<file path="config.mk">
export PLATFORM = sky130hd
export DESIGN_NAME = lsu_mem_ctrl
export DESIGN_NICKNAME = d
export VERILOG_FILES = /design/src/rtl/lsu_defs.sv /design/src/rtl/lsu_load_extend.sv /design/src/rtl/lsu_mem_ctrl.sv
export SDC_FILE = /design/constraint.sdc
export NUM_CORES = 1
export LEC_CHECK = 0
export CAP_MARGIN = 20
export CORE_MARGIN = 5
export CORE_UTILIZATION = 35
export DETAILED_ROUTE_END_ITERATION = 12
export MAX_ROUTING_LAYER = met4
export PLACE_DENSITY = 0.74
export SLEW_MARGIN = 20
export SYNTH_ARGS = -nofsm -noshare
export SYNTH_HDL_FRONTEND = slang
export SYNTH_HIERARCHICAL = 1
export SYNTH_SLANG_ARGS = --single-unit
</file>
<file path="constraint.sdc">
create_clock -name clk -period 2.1 [get_ports clk]
set_input_delay 0.21 -clock clk [delete_from_list [all_inputs] [get_ports clk]]
set_output_delay 0.21 -clock clk [all_outputs]
set_load 0.01 [all_outputs]
</file>
<file path="src/rtl/lsu_defs.sv">
// rtl/lsu_defs.sv - shared constants and helpers for the load/store unit
// Contents: memi bit positions, func3 codes, FSM state encodings,
//           byte-enable and write-lane helpers.
package lsu_defs;

  localparam int MEMI_LD = 4;
  localparam int MEMI_ST = 3;

  localparam logic [2:0] F3_B  = 3'd0;
  localparam logic [2:0] F3_H  = 3'd1;
  localparam logic [2:0] F3_W  = 3'd2;
  localparam logic [2:0] F3_BU = 3'd4;
  localparam logic [2:0] F3_HU = 3'd5;

  localparam logic [1:0] ST_IDLE = 2'd0;
  localparam logic [1:0] ST_REQ  = 2'd1;
  localparam logic [1:0] ST_DONE = 2'd2;
  localparam logic [1:0] ST_ERR  = 2'd3;

  // func3[1:0] is the access size for every legal load/store encoding.
  function automatic logic [3:0] be_for(input logic [2:0] f3, input logic [1:0] a);
    case (f3[1:0])
      2'd0:    be_for = 4'b0001 << a;
      2'd1:    be_for = a[1] ? 4'b1100 : 4'b0011;
      default: be_for = 4'b1111;
    endcase
  endfunction

  // Narrow stores are replicated so the selected byte lanes carry the data
  // regardless of address offset.
  function automatic logic [31:0] wdata_for(input logic [2:0] f3, input logic [31:0] wd);
    case (f3[1:0])
      2'd0:    wdata_for = {4{wd[7:0]}};
      2'd1:    wdata_for = {2{wd[15:0]}};
      default: wdata_for = wd;
    endcase
  endfunction

endpackage

</file>
<file path="src/rtl/lsu_load_extend.sv">
// rtl/lsu_load_extend.sv - lane select and sign/zero extension of a bus read word
// Ports: m_rdata (bus word), addr_lo (byte offset), func3 (load type),
//        result (extended 32-bit load value).
module lsu_load_extend
  import lsu_defs::*;
(
  input  logic [31:0] m_rdata,
  input  logic [1:0]  addr_lo,
  input  logic [2:0]  func3,
  output logic [31:0] result
);

  logic [15:0] lane;

  always_comb begin
    lane = 16'(m_rdata >> {addr_lo, 3'b000});
    case (func3)
      F3_B:    result = {{24{lane[7]}}, lane[7:0]};
      F3_BU:   result = {24'b0, lane[7:0]};
      F3_H:    result = {{16{lane[15]}}, lane};
      F3_HU:   result = {16'b0, lane};
      F3_W:    result = m_rdata;
      default: result = '0;
    endcase
  end

endmodule

</file>
<file path="src/rtl/lsu_mem_ctrl.sv">
// rtl/lsu_mem_ctrl.sv - load/store unit driving a req/ack data-memory bus
// Optional feature macro: LSU_TIMEOUT_EN (abort REQ after TIMEOUT_CYCLES without ack).
// Ports: clk, rst (sync active-high); core side valid_i, memi, addr_i, wdata_i,
//        stall, done, err, rdata; bus side m_req, m_we, m_be, m_addr, m_wdata,
//        m_rdata, m_ack.
module lsu_mem_ctrl
  import lsu_defs::*;
#(
  parameter int unsigned TIMEOUT_CYCLES = 16,
  parameter int unsigned AW             = 32
) (
  input  logic          clk,
  input  logic          rst,
  input  logic          valid_i,
  input  logic [4:0]    memi,
  input  logic [AW-1:0] addr_i,
  input  logic [31:0]   wdata_i,
  output logic          stall,
  output logic          done,
  output logic          err,
  output logic [31:0]   rdata,
  output logic          m_req,
  output logic          m_we,
  output logic [3:0]    m_be,
  output logic [AW-1:0] m_addr,
  output logic [31:0]   m_wdata,
  input  logic [31:0]   m_rdata,
  input  logic          m_ack
);

  logic [1:0]    state_q, state_d;
  logic [AW-1:0] addr_q, addr_d;
  logic [2:0]    func3_q, func3_d;
  logic          is_store_q, is_store_d;
  logic [3:0]    be_q, be_d;
  logic [31:0]   wdata_q, wdata_d;
  logic [31:0]   rdata_q, rdata_d;

  logic          ld, st, access, illegal, misaligned;
  logic [2:0]    f3;
  logic [31:0]   ext_data;

`ifdef LSU_TIMEOUT_EN
  localparam int CW = (TIMEOUT_CYCLES > 1) ? $clog2(TIMEOUT_CYCLES) : 1;
  localparam logic [CW-1:0] CNT_LAST = CW'(TIMEOUT_CYCLES - 1);
  logic [CW-1:0] cnt_q, cnt_d;
`else
  logic unused_timeout;
  assign unused_timeout = ^TIMEOUT_CYCLES;
`endif

  lsu_load_extend u_ext (
    .m_rdata (m_rdata),
    .addr_lo (addr_q[1:0]),
    .func3   (func3_q),
    .result  (ext_data)
  );

  always_comb begin
    ld     = memi[MEMI_LD];
    st     = memi[MEMI_ST];
    f3     = memi[2:0];
    access = valid_i & (ld | st);

    misaligned = ((f3[1:0] == 2'd1) & addr_i[0]) |
                 ((f3[1:0] == 2'd2) & (addr_i[1:0] != 2'b00));
    illegal = (ld & st) |
              (ld & ((f3 == 3'd3) | (f3 == 3'd6) | (f3 == 3'd7))) |
              (st & (f3 >= 3'd3)) |
              misaligned;

    state_d    = state_q;
    addr_d     = addr_q;
    func3_d    = func3_q;
    is_store_d = is_store_q;
    be_d       = be_q;
    wdata_d    = wdata_q;
    rdata_d    = rdata_q;
`ifdef LSU_TIMEOUT_EN
    cnt_d      = cnt_q;
`endif

    case (state_q)
      ST_IDLE: begin
        if (access) begin
          if (illegal) begin
            state_d = ST_ERR;
          end else begin
            state_d    = ST_REQ;
            addr_d     = addr_i;
            func3_d    = f3;
            is_store_d = st;
            be_d       = be_for(f3, addr_i[1:0]);
            wdata_d    = wdata_for(f3, wdata_i);
`ifdef LSU_TIMEOUT_EN
            cnt_d      = '0;
`endif
          end
        end
      end
      ST_REQ: begin
        // An ack coinciding with expiry takes priority over the timeout.
        if (m_ack) begin
          state_d = ST_DONE;
          if (!is_store_q) rdata_d = ext_data;
        end
`ifdef LSU_TIMEOUT_EN
        else if (cnt_q == CNT_LAST) begin
          state_d = ST_ERR;
        end else begin
          cnt_d = cnt_q + 1'b1;
        end
`endif
      end
      default: state_d = ST_IDLE;
    endcase
  end

  always_ff @(posedge clk) begin
    if (rst) begin
      state_q    <= ST_IDLE;
      addr_q     <= '0;
      func3_q    <= '0;
      is_store_q <= 1'b0;
      be_q       <= '0;
      wdata_q    <= '0;
      rdata_q    <= '0;
`ifdef LSU_TIMEOUT_EN
      cnt_q      <= '0;
`endif
    end else begin
      state_q    <= state_d;
      addr_q     <= addr_d;
      func3_q    <= func3_d;
      is_store_q <= is_store_d;
      be_q       <= be_d;
      wdata_q    <= wdata_d;
      rdata_q    <= rdata_d;
`ifdef LSU_TIMEOUT_EN
      cnt_q      <= cnt_d;
`endif
    end
  end

  // Bus outputs come straight from flops, gated by REQ so they read zero
  // whenever no transaction is in flight.
  always_comb begin
    m_req   = (state_q == ST_REQ);
    m_we    = m_req & is_store_q;
    m_be    = m_req ? be_q : 4'b0000;
    m_addr  = m_req ? {addr_q[AW-1:2], 2'b00} : '0;
    m_wdata = m_req ? wdata_q : '0;
    done    = (state_q == ST_DONE);
    err     = (state_q == ST_ERR);
    stall   = ((state_q == ST_IDLE) & access) | m_req;
    rdata   = rdata_q;
  end

endmodule

</file>
==> flow_summary.ini <==
[status]
status = completed

[global_route]
use_met3_pct = 5.44
antenna_found_initial = 0
grt_use_met2_pct = 27.9
track_usage_pct = 18.4
busiest_layer = met2
grt_pass1_vias = 5379
grt_overflow = 0
grt_pass1_wl_um = 28700
grt_max_degree = 69
grt_util_met1_pct = 23.8

[synth]
ys_seq_elements = 106
ys_warn_count = 6
avgSynthCellArea_um2 = 8.26
syn-cell-area_um2 = 6110
synthCells = 739
netlist-cell-type-count = 39
ys_seq_area_share_pct = 34.8
ys.flop_type = dfxtp_1
synth_async_sr_flop_share_pct = 0
synth_edf_count = 0

[timing]
whs_ns = 0.270
maxSlewViolCount = 0
final-hold-violation-count = 0
fin_skew_ns = 0.00772
setup_viol = 0
relSlewSlack_pct = 53.8
fin_crit_ns = 2.02
worst_slack_ns = 0.0782
fin_crit_sh_pct = 96.3
timing.fmax_mhz = 495
tightest_slew_ns = 0.690

[cts]
root_buffer = clkbuf_16
clock-sinks = 106
cts_tree = done
clk_latency_ns = 0.35
path_clk_slew_ns = 0.07
cts_hold_buf = 0
htree_levels = 3
numCtsBuffers = 9
clock_path_buffers = 2

[route]
vias = 5599
postRouteAntennaNets = 0
drt-vias-per-instance = 4.82
wl_um = 18600
drt_iter0_drc = 261
first_pass_iters = 6
route.detailed.drc = 0
wl_per_cell_um = 16.0

[setup_path]
r2r_end = wdata_q[14]$_SDFFE_PP0P_
cp-start-kind = flip-flop
reg2reg_from = state_q[1]$_SDFFE_PP0P_
cp_cell_sequence = nand2b_4 > clkinv_4 > buf_12 > and2_1 > clkdlybuf4s50_1
slowest_stage = clkdlybuf4s50_1
end_kind = primary output
r2r_slack_ns = 0.24
cp.required_ns = 1.89
cp_data_arrival_time_ns = 1.81
r2r_cells = 4
crit_type = flip-flop to primary output
critPathMaxFanout = 18
slowest_delay_ns = 0.54

[floorplan]
die_x_um = 142
die_h_um = 142
core_um2 = 17200
die-area_um2 = 20200
row_count = 48
ios = 210
initial_utilization_pct = 35.4

[pwr]
power_density_nw_per_um2 = 591
ir_drop_v = 0.000431
finalPower_w = 0.00525
p_leak_nw = 3.42

[layout]
drive_above_1_share_pct = 8.22
final_area_um2 = 8900
fillers = 1654
antenna_cells = 0
nets = 1037
final_common_cell = clkdlybuf4s50_1
final_cell_mix = clkdlybuf4s50_1 (182), nand2_1 (116), nand2b_1 (106)
fin_util_pct = 51.6
synthToLayoutAreaGrowth_pct = 45.7

[placed_design]
io_buffers = 207
place.gp.congestion = 0.926
post-dp-hpwl_um = 13100
place_worst_setup_slack_ns = -0.250
postPlaceCellArea_um2 = 8430

[hold_path]
holdCritStartpoint = rst
hold_class = input pin to flip-flop
hold_end = wdata_q[0]$_SDFFE_PP0P_
hold_depth = 3

[job]
drv_cap = 0
==> logic make-up after synthesis <==
kind of cell	share of synthesized area [%]
compound gates	11.3
flops	34.8
other cells	0.0614
xor+xnor	0.143
mux	16.6
simple gates	31.4
buf+inv	5.72
==> layout make-up <==
cell class | instances | area, um^2 | area share (%)
inverter | 4 | 20.0 | 0.225
multi-input combinational | 570 | 3660 | 41.1
clock buffer | 9 | 225 | 2.53
timing repair buffer | 241 | 2440 | 27.4
sequential | 106 | 2120 | 23.9
clock inverter | 7 | 149 | 1.67
tap | 225 | 282 | 3.16
==> per-layer routing <==
layer | wire [um] | share of wire, %
met5 | 0 | 0
met4 | 297 | 1.6
met1 | 8520 | 46
met3 | 1640 | 8.8
met2 | 8200 | 44
==> state kept, by name (all words and copies together), names as in the netlist <==
| signal | cells |
|---|---|
| addr_q | 32 |
| be_q | 4 |
| func3_q | 3 |
| is_store_q | 1 |
| rdata | 32 |
| state_q | 2 |
| wdata_q | 32 |
==> synthesized netlist by cell type (9+ instances only) <==
| cell type | number | area [um^2] |
|---|---|---|
| a21oi_1 | 46 | 230 |
| and2_1 | 68 | 425 |
| buf_6 | 9 | 101 |
| clkbuf_1 | 36 | 135 |
| dfxtp_1 | 106 | 2120 |
| mux2_1 | 18 | 203 |
| mux2_2 | 9 | 101 |
| mux2i_1 | 68 | 681 |
| nand2_1 | 116 | 435 |
| nand2b_1 | 107 | 669 |
| nor2_1 | 23 | 86.3 |
| nor2b_1 | 30 | 188 |
| o21ai_0 | 30 | 150 |
==> worst max-delay path: cells and delay by family, from the launching register on <==
kind	cells	cell delay, ns
buffers and inverters	3	0.79
flip-flops	1	0.34
AND/OR/NAND/NOR	2	0.32
==> stage by stage <==
step / TNS [ns] / cells
after floorplan: 0 / 740
after global placement: -13.70 / 1143
after detailed placement: -15.12 / 1143
after CTS: 0 / 1161
after global routing: -0.00222 / 1162
final: 0 / 1162
==> worst max path at each step <==
stage	start	to	slack, ns	depth (start not counted)
6_report	state_q[1]$_SDFFE_PP0P_	m_wdata[18]	0.08	5
5_1_grt	memi[4]	addr_q[20]$_SDFFE_PP0P_	-0.002	8
2_1_floorplan	state_q[1]$_SDFFE_PP0P_	be_q[0]$_SDFFE_PP0P_	0.32	5
3_3_place_gp	memi[4]	wdata_q[14]$_SDFFE_PP0P_	-0.24	7
4_1_cts	state_q[1]$_SDFFE_PP0P_	m_wdata[10]	0.03	5
3_5_place_dp	memi[4]	wdata_q[19]$_SDFFE_PP0P_	-0.25	7
==> timing repair <==
item	in CTS	in global routing
gates resized for setup	24	7
gates cloned	2	1
endpoints found under the hold margin	0	0
setup buffers	0	0
setup endpoints to repair	68	8
pin swaps	0	0
==> power by group <==
part	total, W	switching [W]	internal [W]
registers	0.00214	0.0000462	0.00209
logic	0.00100	0.000465	0.000538
clock network	0.00211	0.000812	0.00130
total	0.00525	0.00132	0.00393
No activity file was read; power rests on OpenSTA's default activity.
